===== src/rtl/status_reg.sv =====
// Processor status register (P): flag updates from the ALU, SET_CTRL and DB_IN, NMI edge detect, IRQ take request.
// Latency: FLAG, IRQ_PEND and NMI_PEND are all registered and update one cycle after their inputs; PUSH_DATA is combinational from P.
// Backpressure: none; every input is sampled on each rising edge. Define STATUS_REG_DECIMAL_EN to make the D flag writable.
module status_reg (
  input  logic       clk,
  input  logic       rst_n,
  input  logic [7:0] alu_flag,
  input  logic [7:0] flag_we,
  input  logic [2:0] set_ctrl,
  input  logic [7:0] db_in,
  input  logic       load_db,
  input  logic       push_brk,
  input  logic       irq_n,
  input  logic       nmi_n,
  input  logic       instr_end,
  input  logic       int_ack,
  input  logic       nmi_ack,
  output logic [7:0] flag,
  output logic [7:0] push_data,
  output logic       irq_pend,
  output logic       nmi_pend
);

  localparam logic [2:0] SC_NONE = 3'd0;
  localparam logic [2:0] SC_CLC  = 3'd1;
  localparam logic [2:0] SC_SEC  = 3'd2;
  localparam logic [2:0] SC_CLI  = 3'd3;
  localparam logic [2:0] SC_SEI  = 3'd4;
  localparam logic [2:0] SC_CLD  = 3'd5;
  localparam logic [2:0] SC_SED  = 3'd6;
  localparam logic [2:0] SC_CLV  = 3'd7;

  // Stored flags; bits 5 and 4 of P are constants and have no storage.
  logic c_q, z_q, i_q, d_q, v_q, n_q;
  logic c_d, z_d, i_d, v_d, n_d;
  logic nmi_smp_q;
  logic nmi_pend_q;
  logic irq_pend_q;
  logic nmi_edge;

`ifdef STATUS_REG_DECIMAL_EN
  logic d_d;
  logic unused_bits;
  assign unused_bits = ^{alu_flag[5:4], flag_we[5:4], db_in[5:4]};
`else
  // D is hardwired to 0, so its write sources are deliberately left unconnected.
  logic unused_bits;
  assign unused_bits = ^{alu_flag[5:3], flag_we[5:3], db_in[5:3]};
`endif

  // Next-P selection: DB restore beats SET_CTRL beats the ALU write mask; INT_ACK forces I last.
  always_comb begin
    c_d = c_q;
    z_d = z_q;
    i_d = i_q;
    v_d = v_q;
    n_d = n_q;
`ifdef STATUS_REG_DECIMAL_EN
    d_d = d_q;
`endif
    if (load_db) begin
      c_d = db_in[0];
      z_d = db_in[1];
      i_d = db_in[2];
      v_d = db_in[6];
      n_d = db_in[7];
`ifdef STATUS_REG_DECIMAL_EN
      d_d = db_in[3];
`endif
    end else if (set_ctrl != SC_NONE) begin
      case (set_ctrl)
        SC_CLC:  c_d = 1'b0;
        SC_SEC:  c_d = 1'b1;
        SC_CLI:  i_d = 1'b0;
        SC_SEI:  i_d = 1'b1;
`ifdef STATUS_REG_DECIMAL_EN
        SC_CLD:  d_d = 1'b0;
        SC_SED:  d_d = 1'b1;
`else
        SC_CLD:  ;
        SC_SED:  ;
`endif
        SC_CLV:  v_d = 1'b0;
        default: ;
      endcase
    end else begin
      if (flag_we[0]) c_d = alu_flag[0];
      if (flag_we[1]) z_d = alu_flag[1];
      if (flag_we[2]) i_d = alu_flag[2];
      if (flag_we[6]) v_d = alu_flag[6];
      if (flag_we[7]) n_d = alu_flag[7];
`ifdef STATUS_REG_DECIMAL_EN
      if (flag_we[3]) d_d = alu_flag[3];
`endif
    end
    if (int_ack) i_d = 1'b1;
  end

  // P register; reset value is 8'h24 (only I set among the stored flags).
  always_ff @(posedge clk or negedge rst_n) begin
    if (!rst_n) begin
      c_q <= 1'b0;
      z_q <= 1'b0;
      i_q <= 1'b1;
      v_q <= 1'b0;
      n_q <= 1'b0;
    end else begin
      c_q <= c_d;
      z_q <= z_d;
      i_q <= i_d;
      v_q <= v_d;
      n_q <= n_d;
    end
  end

`ifdef STATUS_REG_DECIMAL_EN
  // D flag storage, present only when decimal mode is built in.
  always_ff @(posedge clk or negedge rst_n) begin
    if (!rst_n) begin
      d_q <= 1'b0;
    end else begin
      d_q <= d_d;
    end
  end
`else
  assign d_q = 1'b0;
`endif

  // A falling NMI_N against a high previous sample is a new NMI; a held-low line cannot retrigger.
  assign nmi_edge = nmi_smp_q & ~nmi_n;

  // NMI sample and pending latch; a fresh edge wins over a coincident acknowledge.
  always_ff @(posedge clk or negedge rst_n) begin
    if (!rst_n) begin
      nmi_smp_q  <= 1'b1;
      nmi_pend_q <= 1'b0;
    end else begin
      nmi_smp_q <= nmi_n;
      if (nmi_edge) begin
        nmi_pend_q <= 1'b1;
      end else if (nmi_ack) begin
        nmi_pend_q <= 1'b0;
      end
    end
  end

  // IRQ take request, re-evaluated only at instruction boundaries against the pre-update I flag.
  always_ff @(posedge clk or negedge rst_n) begin
    if (!rst_n) begin
      irq_pend_q <= 1'b0;
    end else if (int_ack) begin
      irq_pend_q <= 1'b0;
    end else if (instr_end) begin
      irq_pend_q <= ~irq_n & ~i_q;
    end
  end

  assign flag      = {n_q, v_q, 1'b1, 1'b0, d_q, i_q, z_q, c_q};
  assign push_data = {n_q, v_q, 1'b1, push_brk, d_q, i_q, z_q, c_q};
  assign irq_pend  = irq_pend_q;
  assign nmi_pend  = nmi_pend_q;

endmodule


===== config.mk =====
export PLATFORM = sky130hd
export DESIGN_NAME = status_reg
export DESIGN_NICKNAME = d
export VERILOG_FILES = /design/src/rtl/status_reg.sv
export SDC_FILE = /design/constraint.sdc
export NUM_CORES = 1
export LEC_CHECK = 0
export BUFFER_PORTS_ARGS = -buffer_cell sky130_fd_sc_hd__buf_2
export CAP_MARGIN = 40
export CELL_PAD_IN_SITES_DETAIL_PLACEMENT = 0
export CELL_PAD_IN_SITES_GLOBAL_PLACEMENT = 1
export CORE_MARGIN = 2
export CORE_UTILIZATION = 24
export CTS_CLUSTER_DIAMETER = 60
export DETAILED_ROUTE_END_ITERATION = 10
export HOLD_SLACK_MARGIN = 0.02
export PLACE_DENSITY = 0.82
export REMOVE_ABC_BUFFERS = 1
export SLEW_MARGIN = 20
export SYNTH_ARGS = -nofsm -noshare
export SYNTH_HDL_FRONTEND = slang
export SYNTH_SLANG_ARGS = --single-unit

===== constraint.sdc =====
create_clock -name clk -period 1.4 [get_ports clk]
set_clock_uncertainty 0.15 [all_clocks]
set_input_delay 0.21 -clock clk [delete_from_list [all_inputs] [get_ports clk]]
set_output_delay 0.21 -clock clk [all_outputs]
set_load 0.01 [all_outputs]

After elaboration in Yosys (flattened, before gate mapping). Index checks and enable logic that the tools add are counted.

Bits in registers: 8. Bits of input ports: 36. Output and inout bits: 18. Logic and storage cells: 58.

Equal/unequal tests: 9. Muxes and demuxes: 23. Bitwise operators: 5. Reduce and logical (&&, ||, !) cells: 13.

Operators by type and width (number): $mux 1 (21); $reduce_and 2->1 (5); $reduce_bool 3->1 (3); $reduce_bool 2->1 (4); $eq 3x2->1 const B (2); $eq 3x3->1 const B (2); $ne 5x3->1 const B (1); $ne 4x2->1 const B (1); $pmux 1 s2 (2); $reduce_bool 4->1 (1); $eq 3x1->1 const B (1); $ne 3x2->1 const B (1); $not 1->1 (3); $and 1x1->1 (2); $ne 2x2->1 const B (1).

Longest topological paths before layout. Gate-level depths: netlist (run 1).

Depth after elaboration: 5. Gate-level depth with buffers: 4. Gate-level depth less buffers: 3.

Worst setup path after synthesis (run 1). No wires, ideal clock.

Kind: in2reg. From: input set_ctrl[0]. To: register i_q. Setup time: 85 ps. Arrival time: 1078 ps. Data required time: 1165 ps. Setup slack: 87 ps. Stages: 4. Path buffers: 1. Cells stage by stage: buf_6 or2_4 o221ai_2 mux2_1.

Longest elaborated chain between the ends: 5. Elaborated cells between the ends (all ways): 10.

RTL lines: start: declaration (RTL line 9) `input logic [2:0] set_ctrl,`; $eq 3x3->1 / $eq 3x2->1 (equally long branches) (RTL line 71) `case (set_ctrl)`; $pmux 1 s2 (RTL line 71); $mux 1 (RTL line 70) `end else if (set_ctrl != SC_NONE) begin`; $mux 1 (RTL line 61) `if (load_db) begin`; $mux 1 (RTL line 96) `if (int_ack) i_d = 1'b1;`; end signal: assignment (RTL line 110) `i_q <= i_d;`; end: declaration (RTL line 34) `logic c_q, z_q, i_q, d_q, v_q, n_q;`.

Several ways; a longest one is shown, not always the timed one. A chain may end at the register's enable or synchronous reset.

Final worst setup path (run 1).
From: input int_ack. To: register i_q.

Longest elaborated chain between the ends: 2. Elaborated cells between the ends (all ways): 4.

RTL lines: start: declaration (RTL line 16) `input logic int_ack,`; $ne 5x3->1 (no line) / $reduce_bool 4->1 (equally long branches); $reduce_and 2->1 (no line).

Several ways; a longest one is shown, not always the timed one.

==> impl_metrics.ini, run 1 <==
[run_status]
status = finished, final reports clean

[clock_tree]
cts_setup_buffers = 0
clk_pin_slew_ns = 0.06
clk_latency_ns = 0.25
cts_sinks = 8
cts_tree = yes
htree_num_levels = 1
cts-root-buf = clkbuf_4
cts_buffers = 3
clock_path_buffers = 2

[pwr]
vdd_ir_drop_max_mv = 0.414
power_density_nw_per_um2 = 806
p_leak_nw = 0.383

[cells_and_area]
synthToLayoutAreaGrowth_pct = 30.3
final_nets = 133
insertedDiodeCount = 0
drive_gt1_frac = 0.521

[synthesis]
syn_inst = 64
synth_warnings = 0
yosysUniqueCellTypes = 24
netlist_area_sq_um = 598
ys_ff_latch = 8
synth.avg_cell_area_sq_um = 9.34
ys_seq_area_frac = 0.339

[setup_path]
critPathKind = in2reg
endpoint_kind = flop
arrival_ns = 1.33
start_kind = input pin
required_ns = 1.42
cp_max_fo = 3

[global_routing]
grt_use_total = 0.0911
grt_pass1_vias = 506
grt_max_degree = 11
grt.overflow.total = 0
grt_pass1_wl_um = 1900
antenna_found_initial = 0

[die]
die_h_um = 53.9
fp.dieW_um = 53.9
rows = 18
io_pins = 54
coreArea_sq_um = 2410
dieArea_sq_um = 2910
start_util = 0.248

[hold_path]
hold_path_class = in2reg

[route]
wl_um = 1270
antenna_left = 0
drc = 0
dr.first_iter.drc_count = 7
vias_per_cell = 4.09
wl_per_cell_um = 10.1
dr.pass1.iters = 4
vias = 515

[placed_design]
numPortBuffers = 37
place.gp.congestion = 0.760
dp_hpwl_um = 1100
post-place-ws_ns = 0.0234

[sta]
layout_setup_ws_ns = 0.0899
period_needed_ns = 1.31
slew_viol_final = 0
hold_viol = 0
clock.fmax_ghz = 0.763
rsz0062_at_grt = false
finalCritPeriodShare = 0.936
setup_viol = 0
tns_ns = 0

[job]
max-cap-violations = 0
==> report_power, final <==
part           switching [mW]  internal (mW)  total [mW]
sequential             0.0134          0.254       0.268
combinational          0.0859         0.0874       0.173
clock                  0.0783          0.109       0.187
total                   0.178          0.451       0.628
==> per-stage QoR <==
stage | hold slack (ns) | area, sq um | utilization | std cells | power, mW
3_3_place_gp | -0.0864 | 716 | 0.297 | 119 | 0.436
4_1_cts | 0.0463 | 782 | 0.325 | 127 | 0.640
5_1_grt | 0.0697 | 779 | 0.323 | 126 | 0.669
6_report | 0.0536 | 779 | 0.323 | 126 | 0.628
3_5_place_dp | -0.0898 | 716 | 0.297 | 119 | 0.440
2_1_floorplan | -0.236 | 470 | - | 49 | 0.341
==> worst max-delay path, cell delays in order <==
cell	delay [ns]
dlygate4sd3_1	0.59
nor2_2	0.13
o221ai_2	0.09
mux2_1	0.31
==> registers in the layout, summed over array words and instances, names as in the netlist <==
register and flops:
n_q 1, nmi_smp_q 1, i_q 1, z_q 1
c_q 1, nmi_pend 1, v_q 1, irq_pend 1
==> cells in the final DEF (no fill, tap or decap), drive strengths merged <==
master and count:
nor4b 2, o21ai 1, a2bb2oi 1, o211ai 2, buf 39, dlygate4sd3 4, nor3 2, clkbuf 4
o22ai 1, a21oi 3, nand2 2, o311ai 1, mux2 1, o31a 1, nor2 7, a21o 1
inv 3, nand3 1, dfstp 2, or2 1, o31ai 1, mux2i 4, conb 5, o221ai 1
dfrtp 6
==> per-layer routing <==
layer  routed length (um)  track usage
met3                  117       0.0361
met4                    0       0.0299
met1                  506       0.0949
met5                    0            0
met2                  649        0.165
==> cells in the mapped netlist <==
cell	n	area (sq um)
buf_4	17	128
nor2_1	7	26.3
dfrtp_1	6	150
mux2i_1	4	40.0
a21oi_1	3	15.0
inv_1	3	11.3
conb_1	2	7.51
dfstp_2	2	52.6
nand2_1	2	7.51
nor3_1	2	10.0
nor4b_2	2	30.0
o211ai_1	2	15.0
a21o_2	1	8.76
a2bb2oi_1	1	8.76
buf_6	1	11.3
mux2_1	1	11.3
nand3_1	1	5.00
o21ai_0	1	5.00
o221ai_2	1	15.0
o22ai_1	1	6.26
o311ai_0	1	8.76
o31a_1	1	8.76
o31ai_1	1	7.51
or2_4	1	8.76
==> what timing repair did <==
item | in CTS | in global routing
endpoints found under the setup margin | 0 | 1
hold endpoints to repair | 11 | 0
resized for setup | 0 | 1
hold buffers | 4 | 0
==> final timing paths <==
path / start / cells after the start / slack, ns / endpoint
setup / recovery: int_ack / 4 / 0.09 / i_q
hold / removal: db_in[1] / 3 / 0.05 / z_q
setup reg to reg: v_q / 3 / 0.35 / v_q
hold reg to reg: nmi_smp_q / 2 / 0.37 / nmi_pend
max in group asynchronous: rst_n / 2 / 0.69 / i_q
min in group asynchronous: rst_n / 2 / 0.18 / v_q
==> cell type report <==
cell class	count	area, sq um
well taps	30	37.5
repair buffers	43	243
multi-input cells	38	259
flip-flops and latches	8	203
clock buffers	4	26.3
inverters	3	11.3
fillers	257	1630
==> kinds of logic after synthesis <==
group | count (synthesis) | synth area share
buffers and inverters | 21 | 0.251
other | 2 | 0.0126
AOI/OAI and AO/OA | 13 | 0.165
and+or+nand+nor | 15 | 0.146
DFF | 8 | 0.339
muxes | 5 | 0.0858
Note: power is estimated with default switching activity, not from simulation.
==> inputs of run 2 (changes only) <==
--- a/config.mk
+++ b/config.mk
@@ -7,7 +7,7 @@
 export LEC_CHECK = 0
 export BUFFER_PORTS_ARGS = -buffer_cell sky130_fd_sc_hd__buf_2
 export CAP_MARGIN = 40
-export CELL_PAD_IN_SITES_DETAIL_PLACEMENT = 0
+export CELL_PAD_IN_SITES_DETAIL_PLACEMENT = 1
 export CELL_PAD_IN_SITES_GLOBAL_PLACEMENT = 1
 export CORE_MARGIN = 2
 export CORE_UTILIZATION = 24
==> run 2 against run 1 <==
Effect of this change: fmax fell by 4.5%; final cell count rose by 0.79%; sequential share of layout area fell by 0.41 points; via count rose by 9.5%; final area rose by 1.6%; wire length rose by 29%; die area did not move; clock-buffer cell count did not move; sequential power barely moved; register-to-register slack barely moved; global-route usage rose by 2.5 points; first-iteration DRC count fell by 29%.
==> impl_metrics.ini, run 2 (synthesis gave the netlist of run 1 again) <==
[global_routing]
grt_use_total = 0.116
grt_pass1_vias = 576
grt.overflow.total = 0
antenna_found_initial = 0
grt_pass1_wl_um = 2350
grt_max_degree = 11
use_met1 = 0.107
top_usage_layer = met2
grtUsageMet2 = 0.240
met3_usage = 0.0361

[sta]
period_needed_ns = 1.37
finalCritPeriodShare = 0.979
rsz0062_at_grt = false
clock.fmax_ghz = 0.729
setup_viol = 0
hold_viol = 0
slew_viol_final = 0
tns_ns = 0

[job]
max-cap-violations = 0

[hold_path]
hold_path_class = in2reg

[cells_and_area]
final_cell_mix = 37 x buf_2, 6 x nor2_1, 6 x dfrtp_1
drive_gt1_frac = 0.546
final_common_cell = buf_2
final_nets = 134
fillers = 290
insertedDiodeCount = 0
synthToLayoutAreaGrowth_pct = 32.4

[route]
vias_per_cell = 4.44
vias = 564
wl_um = 1650
dr.pass1.iters = 2
drc = 0
dr.first_iter.drc_count = 5
antenna_left = 0
wl_per_cell_um = 13.0

[placed_design]
numPortBuffers = 37
place.gp.congestion = 0.760
dp_hpwl_um = 1320

[pwr]
p_leak_nw = 0.392
vdd_ir_drop_max_mv = 0.304
finalPower_mw = 0.651
switching_power_mw = 0.195
clock_power_share = 0.303
pwr-share-seq = 0.413
internal_power_mw = 0.455
combPwrFrac = 0.284
power_density_nw_per_um2 = 821
switching_share = 0.300

[die]
fp.dieW_um = 53.9
coreArea_sq_um = 2410
io_pins = 54
start_util = 0.248
rows = 18
dieArea_sq_um = 2910
die_h_um = 53.9

[run_status]
status = finished, final reports clean

[setup_path]
critPathBufInv = 2
cpLargestDelayFamily = buffers and inverters
crit_chain = dlygate4sd3_1 -> buf_2 -> nor2_2 -> o221ai_2 -> mux2_4
required_ns = 1.43
arrival_ns = 1.40
cp_max_fo = 3
crit_path_top_delay_cell = dlygate4sd3_1
critPathKind = in2reg
start_kind = input pin
endpoint_kind = flop
max_stage_delay_ns = 0.53

[clock_tree]
cts_setup_buffers = 0
clk_latency_ns = 0.25
cts_tree = yes
cts_sinks = 8
htree_num_levels = 1
clock_path_buffers = 2
cts-root-buf = clkbuf_4
clk_pin_slew_ns = 0.07
cts_buffers = 3
[run 2: stage by stage]
step	area (sq um)	worst slack, ns	hold WS, ns	std cells	util
global placement	716	0.0534	-0.0864	119	0.297
global route	792	0.00529	0.0608	127	0.329
finish	792	0.0289	0.0466	127	0.329
detailed placement	716	0.0204	-0.0877	119	0.297
floorplan	470	0.209	-0.236	49	-
CTS	782	0.00670	0.0451	127	0.325
[run 2: cell type report]
type / count / area (sq um) / share of cell area
Multi-Input combinational cell: 38 / 267 / 0.336
Timing Repair Buffer: 44 / 248 / 0.313
Sequential cell: 8 / 203 / 0.256
Tap cell: 30 / 37.5 / 0.0474
Clock buffer: 4 / 26.3 / 0.0332
Inverter: 3 / 11.3 / 0.0142
[run 2: power by group through the flow]
stage	Clock (mW)	Sequential (mW)	Combinational [mW]
floorplan	0	0.288	0.0530
global placement	0	0.271	0.165
detailed placement	0	0.273	0.172
CTS	0.203	0.269	0.181
global route	0.211	0.272	0.206
finish	0.197	0.269	0.185
[run 2: worst paths after layout]
path	startpoint	to	slack [ns]	cells past startpoint
worst min register to register	irq_pend	irq_pend	0.38	2
worst min-delay path	db_in[0]	c_q	0.05	3
worst max register to register	v_q	v_q	0.35	3
worst max-delay path	int_ack	i_q	0.03	5
min in group asynchronous	rst_n	c_q	0.17	2
max in group asynchronous	rst_n	i_q	0.67	2
[run 2: per-layer routing]
layer  vias up  routed length, um  share of wire
li1        268                  -              -
met1       272                571           0.35
met2        24                945           0.57
met3         0                131          0.079
met4         0                  0              0
met5         -                  0              0
[run 2: tightest hold or removal path, delay by kind of cell]
kind	cells	cell delay [ns]
buffers and inverters	1	0.08
AO/OA/AOI/OAI	1	0.08
AND/OR/NAND/NOR	1	0.05
[run 2: what timing repair did]
item / CTS / global route
endpoints found under the setup margin: 0 / 1
hold buffers: 4 / 0
hold endpoints to repair: 11 / 0
resized for setup: 0 / 3
==> inputs of run 3 (changes only) <==
--- a/config.mk
+++ b/config.mk
@@ -7,10 +7,8 @@
 export LEC_CHECK = 0
 export BUFFER_PORTS_ARGS = -buffer_cell sky130_fd_sc_hd__buf_2
 export CAP_MARGIN = 40
-export CELL_PAD_IN_SITES_DETAIL_PLACEMENT = 1
-export CELL_PAD_IN_SITES_GLOBAL_PLACEMENT = 1
 export CORE_MARGIN = 2
-export CORE_UTILIZATION = 24
+export CORE_UTILIZATION = 36
 export CTS_CLUSTER_DIAMETER = 60
 export DETAILED_ROUTE_END_ITERATION = 10
 export HOLD_SLACK_MARGIN = 0.02
==> run 3 against run 2 <==
Effect of this change: die area down 31%; combinational power down 3%; worst hold slack worse by 0.0070 ns; critical path type is now reg2out; critical endpoint is now flag[2].
==> impl_metrics.ini, run 3 (synthesis gave the netlist of run 1 again) <==
[global_routing]
grt_max_degree = 11
grt_use_total = 0.142
grt.overflow.total = 0
grtUsageMet2 = 0.226
grt_pass1_wl_um = 2010
met3_usage = 0.0440
use_met1 = 0.160
top_usage_layer = met2
antenna_found_initial = 0
grt_pass1_vias = 493

[cells_and_area]
final_common_cell = buf_2
final_nets = 134
final_cell_mix = 37 x buf_2, 7 x nor2_1, 6 x dfrtp_1
insertedDiodeCount = 0
drive_gt1_frac = 0.515
synthToLayoutAreaGrowth_pct = 29.9

[sta]
setup_viol = 0
layout_setup_ws_ns = 0.133
clock.fmax_ghz = 0.789
hold_viol = 0
slew_viol_final = 0
rsz0062_at_grt = false
period_needed_ns = 1.27
tns_ns = 0
finalCritPeriodShare = 0.905

[clock_tree]
cts_buffers = 3
cts_sinks = 8
clock_path_buffers = 2
cts_tree = yes
clk_latency_ns = 0.24
cts-root-buf = clkbuf_4
cts_setup_buffers = 0
clk_pin_slew_ns = 0.06
htree_num_levels = 1

[die]
start_util = 0.392
die_h_um = 44.8
rows = 14
dieArea_sq_um = 2000
coreArea_sq_um = 1520
fp.dieW_um = 44.8
io_pins = 54

[setup_path]
max_stage_delay_ns = 0.54
r2r_start = v_q
required_ns = 1.04
endpoint_kind = output port
crit_chain = buf_2
critPathBufInv = 1
cp_max_fo = 4
cpLargestDelayFamily = flip-flops
start_kind = flop
crit_path_top_delay_cell = dfstp_2
crit_path_start = i_q
critPathKind = reg2out
rrSetupSlack_ns = 0.37
arrival_ns = 0.91

[pwr]
clock_power_share = 0.297
vdd_ir_drop_max_mv = 0.496
internal_power_mw = 0.455
switching_power_mw = 0.183
power_density_nw_per_um2 = 821
combPwrFrac = 0.283
pwr-share-seq = 0.420
p_leak_nw = 0.391
switching_share = 0.286

[route]
wl_um = 1320
wl_per_cell_um = 11.7
vias_per_cell = 4.87
drc = 0
dr.pass1.iters = 4
vias = 550
dr.first_iter.drc_count = 8
antenna_left = 0

[placed_design]
dp_hpwl_um = 1030
place.gp.congestion = 0.767
numPortBuffers = 37
post-place-ws_ns = 0.0128

[job]
max-cap-violations = 0

[hold_path]
hold_path_class = in2reg
hold_start = db_in[7]

[run_status]
status = finished, final reports clean
## run 3: cell counts in the layout (fill, tap and decap cells not counted)
No cell type changed its count.
## run 3: power groups by stage
stage | registers (mW) | clock network, mW | logic, mW
4_1_cts | 0.268 | 0.196 | 0.180
6_report | 0.268 | 0.190 | 0.180
3_5_place_dp | 0.272 | 0 | 0.171
5_1_grt | 0.271 | 0.217 | 0.197
2_1_floorplan | 0.288 | 0 | 0.0530
3_3_place_gp | 0.270 | 0 | 0.168
## run 3: path summary, 6_finish.rpt
kind                             to  cells after the start
min in group asynchronous       v_q                      2
max in group asynchronous       i_q                      2
setup reg to reg                v_q                      3
hold reg to reg            nmi_pend                      2
hold / removal                  n_q                      3
setup / recovery            flag[2]                      1
## run 3: what timing repair did
item,CTS,global route
resized for setup,0,0
hold endpoints to repair,11,0
hold buffers,4,0
## run 3: per-stage QoR
step                      area (sq um)  std cells   util  hold slack, ns  total power, mW
after global placement             711        105  0.466         -0.0920            0.438
after CTS                          777        113  0.510          0.0379            0.645
after floorplan                    470         49      -          -0.236            0.341
after global routing               777        113  0.510          0.0311            0.684
final                              777        113  0.510          0.0396            0.638
after detailed placement           711        105  0.466         -0.0884            0.443
## run 3: layout make-up
cell class / count / area, sq um
Inverter: 3 / 11.3
Sequential cell: 8 / 203
Clock buffer: 4 / 26.3
Timing Repair Buffer: 44 / 260
Multi-Input combinational cell: 38 / 256
Tap cell: 16 / 20.0
Fill cell: 155 / 747
## run 3: routing by layer
layer,share of wire,vias up
li1,-,268
met1,0.40,249
met2,0.48,29
met3,0.10,4
met4,0.017,0
met5,0,-
